### src/rtl/eth_type_classifier.sv
// eth_type_classifier
// Streaming L2 header parser. Skips DA/SA and up to MAX_VLAN 802.1Q/802.1ad
// tags, matches the inner ethertype against a runtime table and emits one
// classification record per frame.
//
// Handshake semantics (both ports): a transfer happens on a rising clock edge
// where valid and ready are both high. A producer holding valid high keeps its
// payload stable until the transfer. in_ready is low only while a record is
// waiting in RESULT (and while rst is high). out_valid and all out_* fields
// are held stable from the edge they are loaded until the edge of the
// out_valid & out_ready transfer.
module eth_type_classifier #(
    parameter int NUM_CLASS = 4,
    parameter int MAX_VLAN  = 2
) (
    input  logic                           clk,
    input  logic                           rst,
    input  logic                           in_valid,
    output logic                           in_ready,
    input  logic [7:0]                     in_data,
    input  logic                           in_sof,
    input  logic                           in_eof,
    input  logic [16*NUM_CLASS-1:0]        cfg_types,
    input  logic [NUM_CLASS-1:0]           cfg_en,
    output logic                           out_valid,
    input  logic                           out_ready,
    output logic [NUM_CLASS:0]             out_class,
    output logic [$clog2(NUM_CLASS+1)-1:0] out_idx,
    output logic [$clog2(MAX_VLAN+1)-1:0]  out_vlan_cnt,
    output logic [11:0]                    out_vid,
    output logic                           out_err
);

    localparam int IDX_W = $clog2(NUM_CLASS + 1);
    localparam int VC_W  = $clog2(MAX_VLAN + 1);

    localparam logic [IDX_W-1:0]   IDX_OTHER   = IDX_W'(NUM_CLASS);
    localparam logic [NUM_CLASS:0] CLASS_OTHER = {1'b1, {NUM_CLASS{1'b0}}};
    localparam logic [NUM_CLASS:0] CLASS_ONE   = {{NUM_CLASS{1'b0}}, 1'b1};
    localparam logic [VC_W-1:0]    VLAN_MAX    = VC_W'(MAX_VLAN);
    localparam logic [VC_W-1:0]    VLAN_ONE    = VC_W'(1);

    localparam logic [15:0] TPID_CTAG = 16'h8100;
    localparam logic [15:0] TPID_STAG = 16'h88A8;

    // Last DA/SA byte arrives while byte_cnt holds 11 (the sof byte counts as 1).
    localparam logic [3:0] MAC_LAST_CNT = 4'd11;

    typedef enum logic [2:0] {
        IDLE    = 3'd0,
        MAC     = 3'd1,
        TYPE_HI = 3'd2,
        TYPE_LO = 3'd3,
        TAG     = 3'd4,
        RESULT  = 3'd5,
        DRAIN   = 3'd6
    } state_t;

    state_t state;
    state_t state_nxt;

    // Parse context for the frame in flight
    logic [3:0]      byte_cnt;
    logic [7:0]      type_hi;
    logic            tci_sel;     // 0: first TCI byte next, 1: second
    logic [3:0]      tci_hi;      // VID[11:8] from the first TCI byte
    logic [VC_W-1:0] vlan_cnt;
    logic [11:0]     vid;
    logic            eof_seen;    // the frame's eof beat was consumed before RESULT

    // Decode of the current beat
    logic            beat;
    logic [15:0]     cur_type;
    logic            is_tpid;
    logic            take_tag;
    logic            restart;
    logic            early_end;
    logic            rec_load;
    logic            rec_err;
    logic            rec_eof;

    // Table lookup result for cur_type
    logic [IDX_W-1:0]   match_idx;
    logic [NUM_CLASS:0] match_class;

    assign in_ready = !rst && (state != RESULT);
    assign beat     = in_valid && in_ready;
    assign cur_type = {type_hi, in_data};
    assign is_tpid  = (cur_type == TPID_CTAG) || (cur_type == TPID_STAG);
    assign take_tag = is_tpid && (vlan_cnt < VLAN_MAX);

    // Priority match: lowest enabled entry whose ethertype equals cur_type wins
    always_comb begin
        match_idx = IDX_OTHER;
        for (int i = NUM_CLASS - 1; i >= 0; i--) begin
            if (cfg_en[i] && (cfg_types[16*i +: 16] == cur_type)) begin
                match_idx = IDX_W'(i);
            end
        end
        match_class = CLASS_ONE << match_idx;
    end

    // Next-state logic and record-load decode
    always_comb begin
        state_nxt = state;
        restart   = 1'b0;
        early_end = 1'b0;
        rec_load  = 1'b0;
        rec_err   = 1'b0;
        rec_eof   = 1'b0;

        if (beat && in_sof) begin
            // A start-of-frame beat always begins a fresh parse; whatever
            // frame was in progress is dropped without a record.
            restart = 1'b1;
            if (in_eof) begin
                early_end = 1'b1;
            end else begin
                state_nxt = MAC;
            end
        end else begin
            case (state)
                IDLE: begin
                    // bytes outside a frame are discarded
                end
                MAC: begin
                    if (beat) begin
                        if (in_eof) begin
                            early_end = 1'b1;
                        end else if (byte_cnt == MAC_LAST_CNT) begin
                            state_nxt = TYPE_HI;
                        end
                    end
                end
                TYPE_HI: begin
                    if (beat) begin
                        if (in_eof) begin
                            early_end = 1'b1;
                        end else begin
                            state_nxt = TYPE_LO;
                        end
                    end
                end
                TYPE_LO: begin
                    if (beat) begin
                        if (take_tag) begin
                            // a tag whose TCI never arrives is a truncated header
                            if (in_eof) begin
                                early_end = 1'b1;
                            end else begin
                                state_nxt = TAG;
                            end
                        end else begin
                            state_nxt = RESULT;
                            rec_load  = 1'b1;
                            rec_eof   = in_eof;
                        end
                    end
                end
                TAG: begin
                    if (beat) begin
                        if (in_eof) begin
                            early_end = 1'b1;
                        end else if (tci_sel) begin
                            state_nxt = TYPE_HI;
                        end
                    end
                end
                RESULT: begin
                    if (out_ready) begin
                        state_nxt = eof_seen ? IDLE : DRAIN;
                    end
                end
                DRAIN: begin
                    if (beat && in_eof) begin
                        state_nxt = IDLE;
                    end
                end
                default: begin
                    state_nxt = IDLE;
                end
            endcase
        end

        if (early_end) begin
            state_nxt = RESULT;
            rec_load  = 1'b1;
            rec_err   = 1'b1;
            rec_eof   = 1'b1;
        end
    end

    // FSM state register
    always_ff @(posedge clk) begin
        if (rst) begin
            state <= IDLE;
        end else begin
            state <= state_nxt;
        end
    end

    // Parse context: byte counter, ethertype high byte, tag count and VID
    always_ff @(posedge clk) begin
        if (rst) begin
            byte_cnt <= '0;
            type_hi  <= '0;
            tci_sel  <= 1'b0;
            tci_hi   <= '0;
            vlan_cnt <= '0;
            vid      <= '0;
        end else if (restart) begin
            byte_cnt <= 4'd1;
            tci_sel  <= 1'b0;
            vlan_cnt <= '0;
            vid      <= '0;
        end else if (beat) begin
            case (state)
                MAC: begin
                    byte_cnt <= byte_cnt + 4'd1;
                end
                TYPE_HI: begin
                    type_hi <= in_data;
                end
                TYPE_LO: begin
                    if (take_tag && !in_eof) begin
                        vlan_cnt <= vlan_cnt + VLAN_ONE;
                        tci_sel  <= 1'b0;
                    end
                end
                TAG: begin
                    tci_sel <= !tci_sel;
                    if (!tci_sel) begin
                        tci_hi <= in_data[3:0];
                    end else if (vlan_cnt == VLAN_ONE) begin
                        // only the outermost tag's VID is reported
                        vid <= {tci_hi, in_data};
                    end
                end
                default: begin
                end
            endcase
        end
    end

    // Output record: loaded when a frame resolves, held until accepted
    always_ff @(posedge clk) begin
        if (rst) begin
            out_valid    <= 1'b0;
            out_class    <= '0;
            out_idx      <= '0;
            out_vlan_cnt <= '0;
            out_vid      <= '0;
            out_err      <= 1'b0;
            eof_seen     <= 1'b0;
        end else if (rec_load) begin
            out_valid    <= 1'b1;
            out_err      <= rec_err;
            out_idx      <= rec_err ? IDX_OTHER : match_idx;
            out_class    <= rec_err ? CLASS_OTHER : match_class;
            // a sof+eof beat truncates the new frame before any tag is seen
            out_vlan_cnt <= restart ? '0 : vlan_cnt;
            out_vid      <= restart ? '0 : vid;
            eof_seen     <= rec_eof;
        end else if ((state == RESULT) && out_ready) begin
            out_valid <= 1'b0;
        end
    end

endmodule

### config.mk
export PLATFORM = sky130hd
export DESIGN_NAME = eth_type_classifier
export DESIGN_NICKNAME = d
export VERILOG_FILES = /design/src/rtl/eth_type_classifier.sv
export SDC_FILE = /design/constraint.sdc
export NUM_CORES = 1
export LEC_CHECK = 0
export ABC_AREA = 1
export BUFFER_PORTS_ARGS = -buffer_cell sky130_fd_sc_hd__buf_2
export CELL_PAD_IN_SITES_DETAIL_PLACEMENT = 0
export CELL_PAD_IN_SITES_GLOBAL_PLACEMENT = 1
export CORE_AREA = 3 3 110 112
export CTS_CLUSTER_DIAMETER = 100
export DETAILED_ROUTE_END_ITERATION = 10
export DIE_AREA = 0 0 113 115
export PLACE_DENSITY = 0.83
export SYNTH_ARGS = -nofsm -noshare
export SYNTH_HDL_FRONTEND = slang
export SYNTH_SLANG_ARGS = --single-unit
### constraint.sdc
create_clock -name clk -period 2.3 [get_ports clk]
set_input_delay 0.115 -clock clk [delete_from_list [all_inputs] [get_ports clk]]
set_output_delay 0.115 -clock clk [all_outputs]
set_load 0.02 [all_outputs]
Word-level counts from Yosys, hierarchy flattened --
Index checks and enable logic that the tools add are counted.
Word-level totals: register bits after elaboration 59, bits of input ports 82, output and inout bits 25, word-level logic and storage cells 149
Cells by class: add/sub/neg operators 2, $lt $le $gt $ge 1, equal/unequal tests 44, shifts and indexed selects 1, mux-type cells 51, bitwise gates (word level) 2, reduce and logical (&&, ||, !) cells 32
Operators by type and width (number):
- 3-bit two-way mux | 22
- 16-bit == test | 4
- 4-bit != test (second input constant) | 12
- 3-bit != test (second input constant) | 14
- 16-bit == test (second input constant) | 2
- 14-bit AND reduction | 2
- 1-bit two-way mux | 23
- 3-bit one-hot mux with 7 select lines | 1
- 12-bit two-way mux | 1
- 1-bit logical AND | 11
- 3-bit == test (second input constant) | 3
- 3-bit AND reduction | 3
- 4-bit AND reduction | 2
- 2-bit nonzero test | 4
- 3-bit by 2-bit == test with 1-bit output (second input constant) | 2
- 2-bit != test (second input constant) | 3
- 5-bit two-way mux | 1
- 5-bit != test (second input constant) | 1
- 1-bit by 3-bit left shift with 5-bit output (first input constant) | 1
- 4-bit by 1-bit adder with 4-bit output (second input constant) | 1
- 4-bit == test (second input constant) | 1
- 1-bit one-hot mux with 2 select lines | 2
- 2-bit AND reduction | 2
- 2-bit OR reduction | 2
- other kinds (10) | 13

Logic depth before layout (Yosys ltp) --
depth in word-level cells 9, depth in mapped cells 14, depth with buffers taken out 13

Least setup slack after synthesis --
OpenSTA, ideal clock, no wires.
path type reg2reg, from reg state[2], to reg out_vid[10], library setup time 0.115 ns, arrival time 1.486 ns, data required time 2.185 ns, slack 0.699 ns, cell stages (with the launch flop) 11, path buffers 1, period minus slack after synthesis 1.601 ns, cells stage by stage dfxtp_1 > inv_2 > nand2_1 > nor2_1 > nor3_2 > nand3_2 > nand2_4 > nand2_2 > buf_4 > o21ai_1 > nor2_1
On the way: word-level cells in the longest chain between the ends 7, elaborated cells between the ends (all ways) 19, those cells by class eq/ne (5); mux (10); reduce/logical (4)
Ends and longest elaborated chain:
- start: declaration | RTL line 59 | state_t state;
- start signal: assignment | RTL line 198 | state <= state_nxt;
- 3-bit != test | RTL line 86 | assign in_ready = !rst && (state != RESULT);
- 1-bit logical AND | RTL line 86
- 1-bit logical AND | RTL line 87 | assign beat = in_valid && in_ready;
- 1-bit two-way mux (on tied branches) | RTL line 136, 145
- 1-bit one-hot mux with 2 select lines or 1-bit two-way mux (tied branches) | RTL line 122 | case (state)
- 1-bit two-way mux | RTL line 112 | if (beat && in_sof) begin
- 1-bit two-way mux | RTL line 185 | if (early_end) begin
- end signal: assignment | RTL line 262 | out_vid <= restart ? '0 : vid;
- end: declaration | RTL line 30 | output logic [11:0] out_vid,
Parallel ways exist; a longest one is shown, timed or not. A chain may end at the register's enable or synchronous reset.

Worst setup path in the final report --
from reg type_hi[2], to reg out_class[3]
On the way: word-level cells in the longest chain between the ends 9, elaborated cells between the ends (all ways) 28, those cells by class eq/ne (6); shift (1); mux (15); reduce/logical (6)
Ends and longest elaborated chain:
- start: declaration | RTL line 64 | logic [7:0] type_hi;
- start signal: assignment | RTL line 222 | type_hi <= in_data;
- 16-bit == test | RTL line 89 | assign is_tpid = (cur_type == TPID_CTAG) || (cur_type == TPID_STAG);
- 1-bit logical OR | RTL line 89
- 1-bit logical AND | RTL line 90 | assign take_tag = is_tpid && (vlan_cnt < VLAN_MAX);
- 1-bit two-way mux | RTL line 146 | if (take_tag) begin
- 1-bit two-way mux | RTL line 145 | if (beat) begin
- 1-bit one-hot mux with 2 select lines | RTL line 122
- 1-bit two-way mux | RTL line 112
- 1-bit two-way mux | RTL line 185
- 5-bit two-way mux | RTL line 259 | out_class <= rec_err ? CLASS_OTHER : match_class;
- end signal: assignment | RTL line 259
- end: declaration | RTL line 27 | output logic [NUM_CLASS:0] out_class,
Parallel ways exist; a longest one is shown, timed or not.

==> flow_metrics.tcl <==
set metrics [dict create \
    std_cell_rows 39 \
    grt_max_degree 35 \
    cts_made_buffers 9 \
    syn-mean-instance-area_sq_um 5.79 \
    worst_ep_required_time_ns 2.56 \
    route.detailed.drc 0 \
    design.die.area_sq_um 13000 \
    vias_per_instance 4.87 \
    setup_viol_count_final 0 \
    synthesized_net_count 779 \
    synth.top_cells.by_area "sky130_fd_sc_hd__dfxtp_1 29%, sky130_fd_sc_hd__nand2_1 18%, sky130_fd_sc_hd__nor2_1 10%, sky130_fd_sc_hd__inv_1 8.7%, sky130_fd_sc_hd__a21oi_1 6.5%" \
    cts.htree.levels 3 \
    sequential_to_total_area_share_from_yosys_stat_pct 29.4 \
    cts_hold_repair.buffers 0 \
    outcome "complete, no violations" \
    timing.critical_path.cells "inv_1, nand3_1, nor2_1, nand3_1, nand3_2, inv_2, a21oi_4, buf_4, nand2_1, a21oi_1" \
    critPathKind "flop to flop" \
    grt_remaining_overflow 0 \
    cp_slowest_stage_delay_ns 0.40 \
    die_height_microns 115 \
    fin_nets 879 \
    static-leakage-power_nw 2.69 \
    mappedNetlistArea_sq_um 4020 \
    power.ir.vdd_worst_v 0.000417 \
    antenna_found_initial 0 \
    fmaxAchievable_mhz 481 \
    n_antenna_cell 0 \
    cp_data_arrival_time_ns 2.34 \
    final-hold-violation-count 0 \
    layout_worst_path_cycle_share_pct 90.4 \
    setup_repair_after_global_routing_missed_its_margin "false" \
    path_buf_inv 3 \
    clock_tree_from_tritoncts "built" \
    cts_root_buf "sky130_fd_sc_hd__clkbuf_16" \
    die_x_microns 113 \
    cts.reportedPaths.clkPinSlew_ns 0.06 \
    ys_seq_elements 59 \
    finalClockSkew_ns 0.00764 \
    slew_viols_final 0 \
    clk_latency_ns 0.34 \
    placement.io_buffers 106 \
    rel_slew_slack_pct 64.1 \
    number_of_buffers_on_the_longest_clock_path 2 \
    layout.cells.most_common_list "198 x sky130_fd_sc_hd__nand2_1, 110 x sky130_fd_sc_hd__nor2_1, 106 x sky130_fd_sc_hd__buf_2" \
    worstSetupStartpointType "flop" \
    yosys.area.top_type "sky130_fd_sc_hd__dfxtp_1" \
    post-route-min-period_ns 2.08 \
    core_area_sq_um 11300 \
    design_power_total_w 0.00348 \
    initial_utilization_pct 35.5 \
    totalWireLength_mm 13.7 \
    cellPowerDensity_nw_per_um2 701 \
    max_cap_viol_count 0 \
    post_cts.resized_instances 0 \
    place.gp.congestion 0.934 \
    global_route_wire_length_before_repair_mm 21.6 \
    synth_cells 695 \
    synth-warning-count 0 \
    first_global_vias 4254 \
    timing.critical_path.slowest_stage_cell "sky130_fd_sc_hd__dfxtp_1" \
    hold_class "input pin to flop" \
    postCtsSetupRepairBufs 0 \
    routed_wire_length_per_instance_microns 14.5 \
    worst_pin_slew_ns 0.538 \
    drive_above_1_share_pct 19.5 \
    yosys.area.top_type_share_pct 29.4 \
    clock_sink_count 59 \
    flow.area_growth_from_synthesis_pct 23.4 \
    path_common_cell "sky130_fd_sc_hd__nand3_1" \
    grt_usage_pct 21.1 \
    drt-pass1-iter-count 5 \
    cp_top_family "simple AND/OR/NAND/NOR gates" \
    final_antenna_net_count 0 \
    num_io_pins 107 \
    drt_iter0_drc 305 \
    nFillCells 1276 \
    final.setup.tns_ns 0 \
    synth_cell_types 36 \
    critical_path_peak_fanout 21 \
    cp-end-kind "flop" \
    mostFrequentLayoutCell "sky130_fd_sc_hd__nand2_1" \
    place_hpwl_mm 10.9 \
    num_vias 4596 \
]
through the flow:
stage          instance area [sq um]  hold slack, ns  setup WS, ns  std cells  utilization [%]
6_report                        4960           0.111         0.222        943             43.8
5_1_grt                         4960           0.130       0.00426        943             43.8
4_1_cts                         4960          0.0888         0.185        943             43.8
3_5_place_dp                    4650           0.446         0.195        927             41.0
3_3_place_gp                    4650           0.447         0.237        927             41.0
2_1_floorplan                   4020           0.277         0.699        695                -
sequential cells by signal (all words and copies together), names as in the netlist, 3 cells and up:
register	count
out_class	5
out_idx	3
tci_hi	4
vid	12
out_vid	12
type_hi	8
byte_cnt	4
state	3
kinds of logic (layout without fill, tap and decap cells):
| kind of cell | count (synthesis) | in the layout | synth area share (%) |
|---|---|---|---|
| adders and majority gates | 2 | 2 | 0.622 |
| xor gates and xnor gates | 15 | 15 | 3.27 |
| buffers and inverters | 126 | 231 | 12.5 |
| DFF | 59 | 59 | 29.4 |
| AOI/OAI and AO/OA | 111 | 111 | 14.4 |
| and+or+nand+nor | 382 | 382 | 39.8 |
layout make-up:
cell class	instances	area (sq um)	share of cell area, %
Multi-Input combinational cell	510	2340	47.1
Sequential cell	59	1180	23.8
Timing Repair Buffer	109	553	11.1
Inverter	106	398	8.02
Clock buffer	9	225	4.54
Tap cell	143	179	3.61
Clock inverter	7	85.1	1.72
worst register-to-register path, delay by kind of cell (launching register included):
kind	cells	cell delay [ns]
buffers and inverters	3	0.61
flip-flops	1	0.40
AO/OA/AOI/OAI	2	0.26
AND/OR/NAND/NOR	5	0.75
synthesized netlist by cell type (all sizes together):
master and number:
o211ai 1, a21oi 53, nand3 34, nor2 113, and2 1, xnor2 12, clkbuf 7, inv 106
a21boi 2, nor3 11, o21a 1, dfxtp 59, and3 1, or2 5, nand2 200, o21bai 1
nand3b 2, buf 13, o22ai 1, ha 2, nand4 14, xor2 3, nor3b 1, o21ai 52
path summary, 6_finish.rpt:
check                   from  cells after the start  slack [ns]      endpoint
hold reg to reg    tci_hi[1]                      2        0.45        vid[9]
setup / recovery  type_hi[2]                     10        0.22  out_class[3]
hold / removal           rst                      2        0.11  out_class[2]
setup reg to reg  type_hi[2]                     10        0.22  out_class[3]
routing by layer:
layer / vias to the layer above / wire length (microns) / GRT usage, %
met5: - / 0 / 0
met4: 0 / 328 / 7.85
met1: 2030 / 6220 / 28.8
met2: 171 / 6190 / 33.3
li1: 2372 / - / -
met3: 23 / 929 / 3.79
where the power goes:
group | total (W) | switching, W | internal, W
Clock | 0.00141 | 0.000555 | 0.000859
Combinational | 0.000904 | 0.000581 | 0.000322
Sequential | 0.00116 | 0.0000669 | 0.00109
Note: power is estimated with default switching activity, not from simulation.
